`src/rtl/inert_pkg.sv`:
```
// rtl/inert_pkg.sv - shared types and constants for the inertial burst sequencer
package inert_pkg;

  typedef enum logic [2:0] {PWRUP, INIT, IDLE, RDLO, RDHI} state_t;

  localparam logic [7:0] RD_PAD     = 8'h00;
  localparam int         PWR_W_FAST = 9;
  localparam int         PWR_W_SLOW = 16;

  // Register address of channel ch, low (hi=0) or high (hi=1) byte; wraps mod 256
  function automatic logic [7:0] rd_addr(input logic [7:0] base, input logic [2:0] ch,
                                         input logic hi);
    return base + {4'b0000, ch, 1'b0} + {7'b0000000, hi};
  endfunction

endpackage

```
`src/rtl/inert_burst_seq.sv`:
```
// rtl/inert_burst_seq.sv - SPI register sequencer: power-up init writes, INT-triggered burst reads
module inert_burst_seq
  import inert_pkg::*;
#(
  parameter int                      NUM_CH    = 5,
  parameter int                      NUM_INIT  = 4,
  parameter logic [NUM_INIT*16-1:0]  INIT_CMDS = {16'h0D02, 16'h1062, 16'h1162, 16'h1460},
  parameter logic [7:0]              RD_BASE   = 8'hA2,
  parameter bit                      FAST_SIM  = 1'b1
) (
  input  logic                   clk,
  input  logic                   rst,
  input  logic                   INT,
  input  logic                   rd_en,
  input  logic                   clr_ovr,
  input  logic                   done,
  input  logic [15:0]            rd_data,
  output logic                   wrt,
  output logic [15:0]            cmd,
  output logic                   init_done,
  output logic                   vld,
  output logic                   ovr,
  output logic [NUM_CH*16-1:0]   data
);

  localparam int PWR_W = FAST_SIM ? PWR_W_FAST : PWR_W_SLOW;

  if (NUM_CH < 1 || NUM_CH > 8) begin : g_bad_num_ch
    $error("inert_burst_seq: NUM_CH must be 1..8");
  end
  if (NUM_INIT < 1 || NUM_INIT > 8) begin : g_bad_num_init
    $error("inert_burst_seq: NUM_INIT must be 1..8");
  end

  state_t            state, state_n;
  logic [PWR_W-1:0]  timer, timer_n;
  logic [2:0]        idx, idx_n;
  logic [2:0]        ch, ch_n;
  logic              wrt_n, init_done_n, vld_n, ovr_n;
  logic [15:0]       cmd_n;
  logic              int_m, int_s, int_s_d, int_rise;
  logic              lo_we, hi_we, pub;
  logic [15:0]       shadow [NUM_CH];
  logic [15:0]       init_tbl [8];
  logic              unused_rd_hi;

  assign unused_rd_hi = ^rd_data[15:8];
  assign int_rise     = int_s & ~int_s_d;

  // Unpack the init table so entry 0 (issued first) comes from the MS 16 bits
  for (genvar g = 0; g < 8; g++) begin : g_init_tbl
    if (g < NUM_INIT) begin : g_used
      assign init_tbl[g] = INIT_CMDS[(NUM_INIT-1-g)*16 +: 16];
    end else begin : g_pad
      assign init_tbl[g] = 16'h0000;
    end
  end

  // Bring the asynchronous INT into the clock domain and keep one delayed copy for edge detection
  always_ff @(posedge clk or posedge rst) begin
    if (rst) begin
      int_m   <= 1'b0;
      int_s   <= 1'b0;
      int_s_d <= 1'b0;
    end else begin
      int_m   <= INT;
      int_s   <= int_m;
      int_s_d <= int_s;
    end
  end

  // Next-state, command and strobe decode; done is only acted on while a transfer is outstanding
  always_comb begin
    state_n     = state;
    timer_n     = timer;
    idx_n       = idx;
    ch_n        = ch;
    wrt_n       = 1'b0;
    cmd_n       = cmd;
    init_done_n = init_done;
    vld_n       = 1'b0;
    lo_we       = 1'b0;
    hi_we       = 1'b0;
    pub         = 1'b0;
    case (state)
      PWRUP: begin
        timer_n = timer + 1'b1;
        if (&timer) begin
          wrt_n   = 1'b1;
          cmd_n   = init_tbl[3'd0];
          idx_n   = 3'd0;
          state_n = INIT;
        end
      end
      INIT: begin
        if (done) begin
          if (idx == 3'(NUM_INIT - 1)) begin
            init_done_n = 1'b1;
            state_n     = IDLE;
          end else begin
            idx_n = idx + 3'd1;
            wrt_n = 1'b1;
            cmd_n = init_tbl[idx + 3'd1];
          end
        end
      end
      IDLE: begin
        if (int_s && rd_en) begin
          ch_n    = 3'd0;
          wrt_n   = 1'b1;
          cmd_n   = {rd_addr(RD_BASE, 3'd0, 1'b0), RD_PAD};
          state_n = RDLO;
        end
      end
      RDLO: begin
        if (done) begin
          lo_we   = 1'b1;
          wrt_n   = 1'b1;
          cmd_n   = {rd_addr(RD_BASE, ch, 1'b1), RD_PAD};
          state_n = RDHI;
        end
      end
      RDHI: begin
        if (done) begin
          hi_we = 1'b1;
          if (ch < 3'(NUM_CH - 1)) begin
            ch_n    = ch + 3'd1;
            wrt_n   = 1'b1;
            cmd_n   = {rd_addr(RD_BASE, ch + 3'd1, 1'b0), RD_PAD};
            state_n = RDLO;
          end else begin
            pub     = 1'b1;
            vld_n   = 1'b1;
            state_n = IDLE;
          end
        end
      end
      default: state_n = PWRUP;
    endcase
    // A new INT edge during a burst beats a same-cycle clear
    if (int_rise && (state == RDLO || state == RDHI)) begin
      ovr_n = 1'b1;
    end else if (clr_ovr) begin
      ovr_n = 1'b0;
    end else begin
      ovr_n = ovr;
    end
  end

  // Control state and registered SPI-side outputs
  always_ff @(posedge clk or posedge rst) begin
    if (rst) begin
      state     <= PWRUP;
      timer     <= '0;
      idx       <= 3'd0;
      ch        <= 3'd0;
      wrt       <= 1'b0;
      cmd       <= 16'h0000;
      init_done <= 1'b0;
      vld       <= 1'b0;
      ovr       <= 1'b0;
    end else begin
      state     <= state_n;
      timer     <= timer_n;
      idx       <= idx_n;
      ch        <= ch_n;
      wrt       <= wrt_n;
      cmd       <= cmd_n;
      init_done <= init_done_n;
      vld       <= vld_n;
      ovr       <= ovr_n;
    end
  end

  // Bytewise shadow capture; publish all channels at once, merging the final high byte directly
  always_ff @(posedge clk or posedge rst) begin
    if (rst) begin
      for (int i = 0; i < NUM_CH; i++) shadow[i] <= 16'h0000;
      data <= '0;
    end else begin
      if (lo_we) shadow[ch][7:0]  <= rd_data[7:0];
      if (hi_we) shadow[ch][15:8] <= rd_data[7:0];
      if (pub) begin
        for (int i = 0; i < NUM_CH; i++) begin
          data[16*i +: 16] <= (3'(i) == ch) ? {rd_data[7:0], shadow[i][7:0]} : shadow[i];
        end
      end
    end
  end

endmodule

```
`config.mk`:
```
export PLATFORM = sky130hd
export DESIGN_NAME = inert_burst_seq
export DESIGN_NICKNAME = d
export VERILOG_FILES = /design/src/rtl/inert_pkg.sv /design/src/rtl/inert_burst_seq.sv
export SDC_FILE = /design/constraint.sdc
export NUM_CORES = 1
export LEC_CHECK = 0
export ABC_AREA = 0
export BUFFER_PORTS_ARGS = -buffer_cell sky130_fd_sc_hd__buf_4
export CAP_MARGIN = 20
export CORE_MARGIN = 8
export CORE_UTILIZATION = 45
export DETAILED_ROUTE_END_ITERATION = 10
export HOLD_SLACK_MARGIN = 0.05
export PLACE_DENSITY = 0.66
export SYNTH_ARGS = -nofsm -noshare
export SYNTH_HDL_FRONTEND = slang
export SYNTH_SLANG_ARGS = --single-unit
export TNS_END_PERCENT = 1
```
`constraint.sdc`:
```
create_clock -name clk -period 8.2 [get_ports clk]
set_input_delay 0.82 -clock clk [delete_from_list [all_inputs] [get_ports clk]]
set_output_delay 0.82 -clock clk [all_outputs]
set_load 0.03 [all_outputs]
```
==> impl_metrics.json, run 1 <==
{
  "final_cell_mix": "dfrtp_1 (193), mux2_2 (139), buf_4 (110), nand2_1 (31), o21ai_0 (28)",
  "core_sq_um": 17400,
  "track_usage": 0.158,
  "mostFrequentLayoutCell": "dfrtp_1",
  "dp_hpwl_microns": 11400,
  "rsz0062_at_grt": "no",
  "setup_tns_ns": 0,
  "report.final.slew_viol_count": 0,
  "hold_class": "flip-flop to flip-flop",
  "pin_count": 122,
  "nNetsFinal": 702,
  "htree_levels": 4,
  "setup-violations-final": 0,
  "stdcell_count": 905,
  "crit_fanout": 51,
  "cts_resized": 0,
  "fin_skew_ns": 0.0103,
  "start_util": 0.461,
  "endpoint_kind": "flip-flop",
  "path_clk_slew_ns": 0.06,
  "cts_tree": "done",
  "grt_max_degree": 112,
  "synth.cell_area_sq_um": 8000,
  "ys_types": 52,
  "maxSlewHeadroom": 0.469,
  "dp.cells": 872,
  "numCtsBuffers": 17,
  "worst-slew-pin-transition_ns": 0.796,
  "drtPass1Iterations": 4,
  "vdd_drop_max_v": 0.000175,
  "synthArstFlopShare": 1.00,
  "drive_above_1_share": 0.435,
  "gr-total-overflow": 0,
  "p_clk_frac": 0.297,
  "grt_pass1_vias": 5082,
  "critPathArrivalTime_ns": 3.13,
  "clk_latency_ns": 0.42,
  "syn2layout_area_growth_pct": 18.8,
  "cts.sinks": 193,
  "p_leak_nw": 4.94,
  "cp-start-kind": "flip-flop",
  "p_comb_frac": 0.239,
  "outcome": "finished, final reports clean",
  "synth_edf_count": 0,
  "syn_avg_cell_area_sq_um": 14.0,
  "yosysWarnings": 0,
  "wl_per_cell_microns": 18.5,
  "postSynthRegisterBits": 193,
  "synth_flop_cell": "dfrtp_1",
  "antenna_found_initial": 0,
  "ctsLongestPathBuffers": 2,
  "post_cts_buffers": 0,
  "die_area_sq_um": 22300,
  "viasPerCell": 5.23,
  "maxCapViolations": 0,
  "drt-total-wl_microns": 16800,
  "num_vias": 4736,
  "synth_seq_area_share": 0.604,
  "required_ns": 8.50,
  "crit_type": "flip-flop to flip-flop",
  "diodes": 0,
  "grt_pass1_wl_microns": 27400,
  "cts-root-buf": "clkbuf_16",
  "netSwitchingFraction": 0.310,
  "die_h_microns": 149,
  "gp_congestion": 0.819,
  "p_seq_frac": 0.464,
  "post-route-period-util": 0.345,
  "route.detailed.drc": 0,
  "port_buffers": 107,
  "ctsHoldBuffers": 0,
  "hold_slack_ns": 0.351,
  "finalCriticalPeriod_ns": 2.83,
  "die_x_microns": 149,
  "ant_nets": 0,
  "p_switching_w": 0.000795,
  "p_int_w": 0.00177,
  "syn-instance-count": 572,
  "rows": 48,
  "fmax_ghz": 0.354,
  "drtIter0Drc": 322,
  "power_density_nw_per_um2": 269,
  "report.final.hold_viol_count": 0
}
## per-stage QoR
step / cell area, sq um / setup slack, ns / total power, W / util
6_report: 9500 / 5.37 / 0.00256 / 0.547
3_3_place_gp: 8930 / 5.42 / 0.00179 / 0.515
3_5_place_dp: 8930 / 5.39 / 0.00182 / 0.515
5_1_grt: 9500 / 5.18 / 0.00270 / 0.547
4_1_cts: 9470 / 5.37 / 0.00259 / 0.546
2_1_floorplan: 8020 / 2.12 / 0.00164 / -
## area by class of cell
| class | instances | area [sq um] |
|---|---|---|
| sequential | 193 | 4830 |
| timing repair buffer | 111 | 853 |
| clock inverter | 11 | 90.1 |
| inverter | 20 | 83.8 |
| clock buffer | 21 | 450 |
| multi-input combinational | 324 | 2910 |
| tap | 225 | 282 |
| fill | 1443 | 7860 |
## final timing paths
kind / start / endpoint / slack, ns / depth (start not counted)
min: int_m$_DFF_PP0_ / int_s$_DFF_PP0_ / 0.35 / 0
max: state[2]$_DFFE_PP0P_ / data[54]$_DFFE_PP0P_ / 5.37 / 5
max reg2reg: state[2]$_DFFE_PP0P_ / data[54]$_DFFE_PP0P_ / 5.37 / 5
min reg2reg: int_m$_DFF_PP0_ / int_s$_DFF_PP0_ / 0.35 / 0
max in group asynchronous: rst / shadow[4]$_DFFE_PP0P_ / 6.44 / 4
min in group asynchronous: rst / data[28]$_DFFE_PP0P_ / 0.49 / 2
## cells in the mapped netlist, types with 2 or more instances
master    instances  area [sq um]
inv_1            19          71.3
or3_1             2          12.5
nor4_1            2          12.5
a21oi_1           7          35.0
o22ai_1           2          12.5
dfrtp_1         193          4830
a221o_1           2          20.0
a22oi_1           2          15.0
mux2i_1          17           170
nor2b_1           2          12.5
ha_1             13           163
nand2_1          31           116
mux2_4            8           120
and3_1            4          25.0
o21ai_0          28           140
nand2b_1          5          31.3
nand3_1           5          25.0
nand4_1           4          25.0
buf_4             9          67.6
nor3_1            5          25.0
nor2_1            5          18.8
mux2_2          139          1570
o22a_1            4          35.0
clkbuf_1         23          86.3
xnor2_1           9          78.8
buf_2             4          20.0
buf_6             3          33.8
## flip-flops by register name, indices dropped and copies added (netlist names)
register,count
data,80
vld,1
init_done,1
shadow,80
idx,3
state,3
int_s,1
timer,9
cmd,8
int_s_d,1
int_m,1
ovr,1
wrt,1
ch,3
## power by group through the flow
stage               Combinational (W)  Clock (W)  Sequential (W)
floorplan                    0.000421          0         0.00122
global placement             0.000595          0         0.00120
detailed placement           0.000611          0         0.00121
CTS                          0.000616   0.000781         0.00119
global route                 0.000671   0.000821         0.00121
finish                       0.000611   0.000760         0.00119
## critical path, cell delays in order (launching register included)
cell      delay, ns
dfrtp_1        0.65
or3b_4         0.49
clkinv_2       0.19
nand3_4        0.47
buf_4          0.52
mux2_2         0.35
## per-layer routing
layer | track usage | wire (microns) | vias to the layer above
met2 | 0.255 | 8400 | 111
met1 | 0.198 | 7300 | 2446
met5 | 0 | 0 | -
met3 | 0.0522 | 965 | 6
met4 | 0.0510 | 108 | 0
li1 | - | - | 2173
## kinds of logic after synthesis
kind of cell / after synthesis / share of synthesized area
fa+ha+maj: 13 / 0.0203
flops: 193 / 0.604
xor+xnor: 10 / 0.0110
mux: 164 / 0.232
buf+inv: 60 / 0.0360
compound gates: 57 / 0.0451
other cells: 1 / 0.000469
simple gates: 74 / 0.0513
Note: power is estimated with default switching activity, not from simulation.
==> run 2, diff against run 1 <==
--- a/config.mk
+++ b/config.mk
@@ -5,14 +5,14 @@
 export SDC_FILE = /design/constraint.sdc
 export NUM_CORES = 1
 export LEC_CHECK = 0
-export ABC_AREA = 0
+export ABC_AREA = 1
 export BUFFER_PORTS_ARGS = -buffer_cell sky130_fd_sc_hd__buf_4
 export CAP_MARGIN = 20
 export CORE_MARGIN = 8
 export CORE_UTILIZATION = 45
 export DETAILED_ROUTE_END_ITERATION = 10
 export HOLD_SLACK_MARGIN = 0.05
-export PLACE_DENSITY = 0.66
+export PLACE_DENSITY = 0.68
 export SYNTH_ARGS = -nofsm -noshare
 export SYNTH_HDL_FRONTEND = slang
 export SYNTH_SLANG_ARGS = --single-unit
==> constraint.sdc (replaced) <==
create_clock -name clk -period 2.49 [get_ports clk]
set_input_delay 0.249 -clock clk [delete_from_list [all_inputs] [get_ports clk]]
set_output_delay 0.249 -clock clk [all_outputs]
set_load 0.03 [all_outputs]
==> run 2 against run 1 <==
  * Critical path depth did not move
  * Synthesized area is 2.9% higher
  * Clock power rose to 3.3 times the previous value
  * Wire length grew 13%
  * Count of clock-buffer cells in the layout stayed put
  * Utilization down 0.26 points
  * Sequential power rose to 2.7 times the previous value
  * Largest power group unchanged
  * Highest routed layer unchanged
==> impl_metrics.json, run 2 <==
{
  "outcome": "finished, final reports clean",
  "drtIter0Drc": 501,
  "p_int_w": 0.00451,
  "postSynthRegisterBits": 193,
  "antenna_found_initial": 0,
  "crit_fanout": 16,
  "p_clk_frac": 0.426,
  "rows": 49,
  "endpoint_kind": "flip-flop",
  "r2r_cells": 5,
  "mostFrequentLayoutCell": "nand2_1",
  "hold_class": "input pin to flip-flop",
  "synth_compound_area_frac": 0.124,
  "critPathArrivalTime_ns": 2.38,
  "dp_hpwl_microns": 12700,
  "power_w": 0.00583,
  "syn-instance-count": 906,
  "core_sq_um": 18000,
  "synthAdderAreaFrac": 0.0228,
  "numCtsBuffers": 17,
  "route.detailed.drc": 0,
  "r2r_setup_slack_ns": 0.40,
  "synth_flop_cell": "dfrtp_1",
  "synth_commonest_cells": "nand2_1 (281), dfrtp_1 (193), o21ai_0 (156)",
  "drtPass1Iterations": 5,
  "cts_resized": 0,
  "maxCapViolations": 0,
  "synth.cell_area_sq_um": 8230,
  "ys_types": 31,
  "vdd_drop_max_v": 0.000520,
  "hold_slack_ns": 0.129,
  "netSwitchingFraction": 0.225,
  "gp_congestion": 0.816,
  "yosysWarnings": 0,
  "start_util": 0.458,
  "num_vias": 6217,
  "p_leak_nw": 4.94,
  "r2r-end": "data[78]$_DFFE_PP0P_",
  "synthArstFlopShare": 1.00,
  "cts.sinks": 193,
  "nNetsFinal": 1042,
  "p_comb_frac": 0.031,
  "synth_xor_area_frac": 0.00851,
  "drive_above_1_share": 0.167,
  "ctsLongestPathBuffers": 2,
  "fillers": 1649,
  "grt_max_degree": 81,
  "htree_levels": 4,
  "required_ns": 2.78,
  "clk_latency_ns": 0.43,
  "crit_path_start": "ch[0]$_DFFE_PP0P_",
  "synth.largest_area_cell": "dfrtp_1",
  "netlist.area_leader.share": 0.587,
  "stdcell_count": 1245,
  "synthTopCellsByArea": "dfrtp_1 (59%), nand2_1 (13%), o21ai_0 (9.5%)",
  "r2r_start": "ch[0]$_DFFE_PP0P_",
  "p_seq_frac": 0.543,
  "critPathCapture": "data[78]$_DFFE_PP0P_",
  "maxSlewHeadroom": 0.484,
  "ant_nets": 0,
  "final_cell_mix": "nand2_1 (281), dfrtp_1 (193), o21ai_0 (156), buf_4 (115), inv_1 (72)",
  "synth_top_family_by_area": "simple AND/OR/NAND/NOR gates",
  "report.final.hold_viol_count": 0,
  "power_density_nw_per_um2": 595,
  "finalCriticalPeriod_ns": 2.09,
  "syn2layout_area_growth_pct": 18.9,
  "synthMuxAreaShare": 0,
  "drt-total-wl_microns": 18900,
  "report.final.slew_viol_count": 0,
  "cp-start-kind": "flip-flop",
  "diodes": 0,
  "gr-total-overflow": 0,
  "fmax_ghz": 0.478,
  "rsz0062_at_grt": "no",
  "grt_pass1_wl_microns": 30800,
  "wl_per_cell_microns": 15.2,
  "setup-violations-final": 0,
  "cts_tree": "done",
  "synthSimpleGateAreaFrac": 0.191,
  "synth_seq_area_share": 0.587,
  "yosysMostFrequentCell": "nand2_1",
  "synth_edf_count": 0,
  "grt_pass1_vias": 5959,
  "track_usage": 0.170,
  "p_switching_w": 0.00131,
  "largestRegisters": "data: 80 flops, shadow: 80 flops, timer: 9 flops",
  "port_buffers": 107,
  "die_h_microns": 151,
  "fin_skew_ns": 0.00856,
  "post-route-period-util": 0.840,
  "die_area_sq_um": 22900,
  "worst-slew-pin-transition_ns": 0.769,
  "dp.cells": 1212,
  "die_x_microns": 151,
  "crit_type": "flip-flop to flip-flop",
  "path_clk_slew_ns": 0.07,
  "viasPerCell": 4.99,
  "pin_count": 122,
  "cts-root-buf": "clkbuf_16",
  "syn_avg_cell_area_sq_um": 9.08,
  "hp-start": "rd_data[7]"
}
[run 2: cell types whose count changed after synthesis, sizes merged, moves of 5 or more]
cell / change
nand2: +251
mux2: -147
o21ai: +128
inv: +58
nor2: +38
nand3: +26
a21oi: +19
mux2i: -17
buf: +15
o31ai: +10
clkbuf: -8
nor3: -6
nand2b: -5
[run 2: final cells by class]
type	instances	area, sq um	area share
multi-input cells	594	2880	0.294
clock inverters	9	61.3	0.00627
well taps	229	287	0.0293
flip-flops and latches	193	4830	0.494
repair buffers	122	973	0.0995
clock buffers	21	460	0.0471
inverters	77	293	0.0299
[run 2: power by group through the flow]
stage | clock network [W] | logic (W) | registers [W]
final | 0.00248 | 0.000182 | 0.00316
after global routing | 0.00265 | 0.000209 | 0.00316
after CTS | 0.00252 | 0.000188 | 0.00316
after detailed placement | 0 | 0.000184 | 0.00322
after global placement | 0 | 0.000182 | 0.00322
after floorplan | 0 | 0.000110 | 0.00322
[run 2: cell families after synthesis]
family	Yosys count
adder cells (fa/ha/maj)	15
AND/OR/NAND/NOR	369
AO/OA/AOI/OAI	196
flip-flops	193
XOR/XNOR	8
other	1
buffers and inverters	124
[run 2: critical path: stages, from the launching register on]
cell and delay [ns]:
dfrtp_1 0.51, inv_1 0.30, ha_1 0.39, nand2_1 0.38, o21ai_0 0.26, o21ai_0 0.11
[run 2: per-stage QoR]
stage	utilization	setup TNS [ns]	area [sq um]	setup slack, ns
after floorplan	-	-48.14	8250	-0.249
after global placement	0.514	0	9230	0.449
after detailed placement	0.514	0	9230	0.392
after CTS	0.545	0	9790	0.375
after global routing	0.545	0	9790	0.143
final	0.545	0	9790	0.398
[run 2: worst min-delay path by stage]
| stage | to | slack [ns] | depth (start not counted) |
|---|---|---|---|
| 2_1_floorplan | int_m$_DFF_PP0_ | 0.28 | 0 |
| 3_3_place_gp | shadow[52]$_DFFE_PP0P_ | 0.30 | 2 |
| 3_5_place_dp | shadow[52]$_DFFE_PP0P_ | 0.30 | 2 |
| 4_1_cts | shadow[55]$_DFFE_PP0P_ | 0.11 | 3 |
| 5_1_grt | shadow[65]$_DFFE_PP0P_ | 0.11 | 3 |
| 6_report | shadow[23]$_DFFE_PP0P_ | 0.13 | 3 |
[run 2: timing repair]
action                                  CTS  global route
endpoints found under the hold margin    17             0
endpoints found under the setup margin    0             0
hold buffers                              3             0
buffers inserted                          0             0
[run 2: metal layers]
layer	up-vias	track usage	routed length (microns)
li1	3088	-	-
met1	2970	0.243	9160
met2	140	0.252	8370
met3	19	0.0394	1150
met4	0	0.0539	197
met5	-	0	0
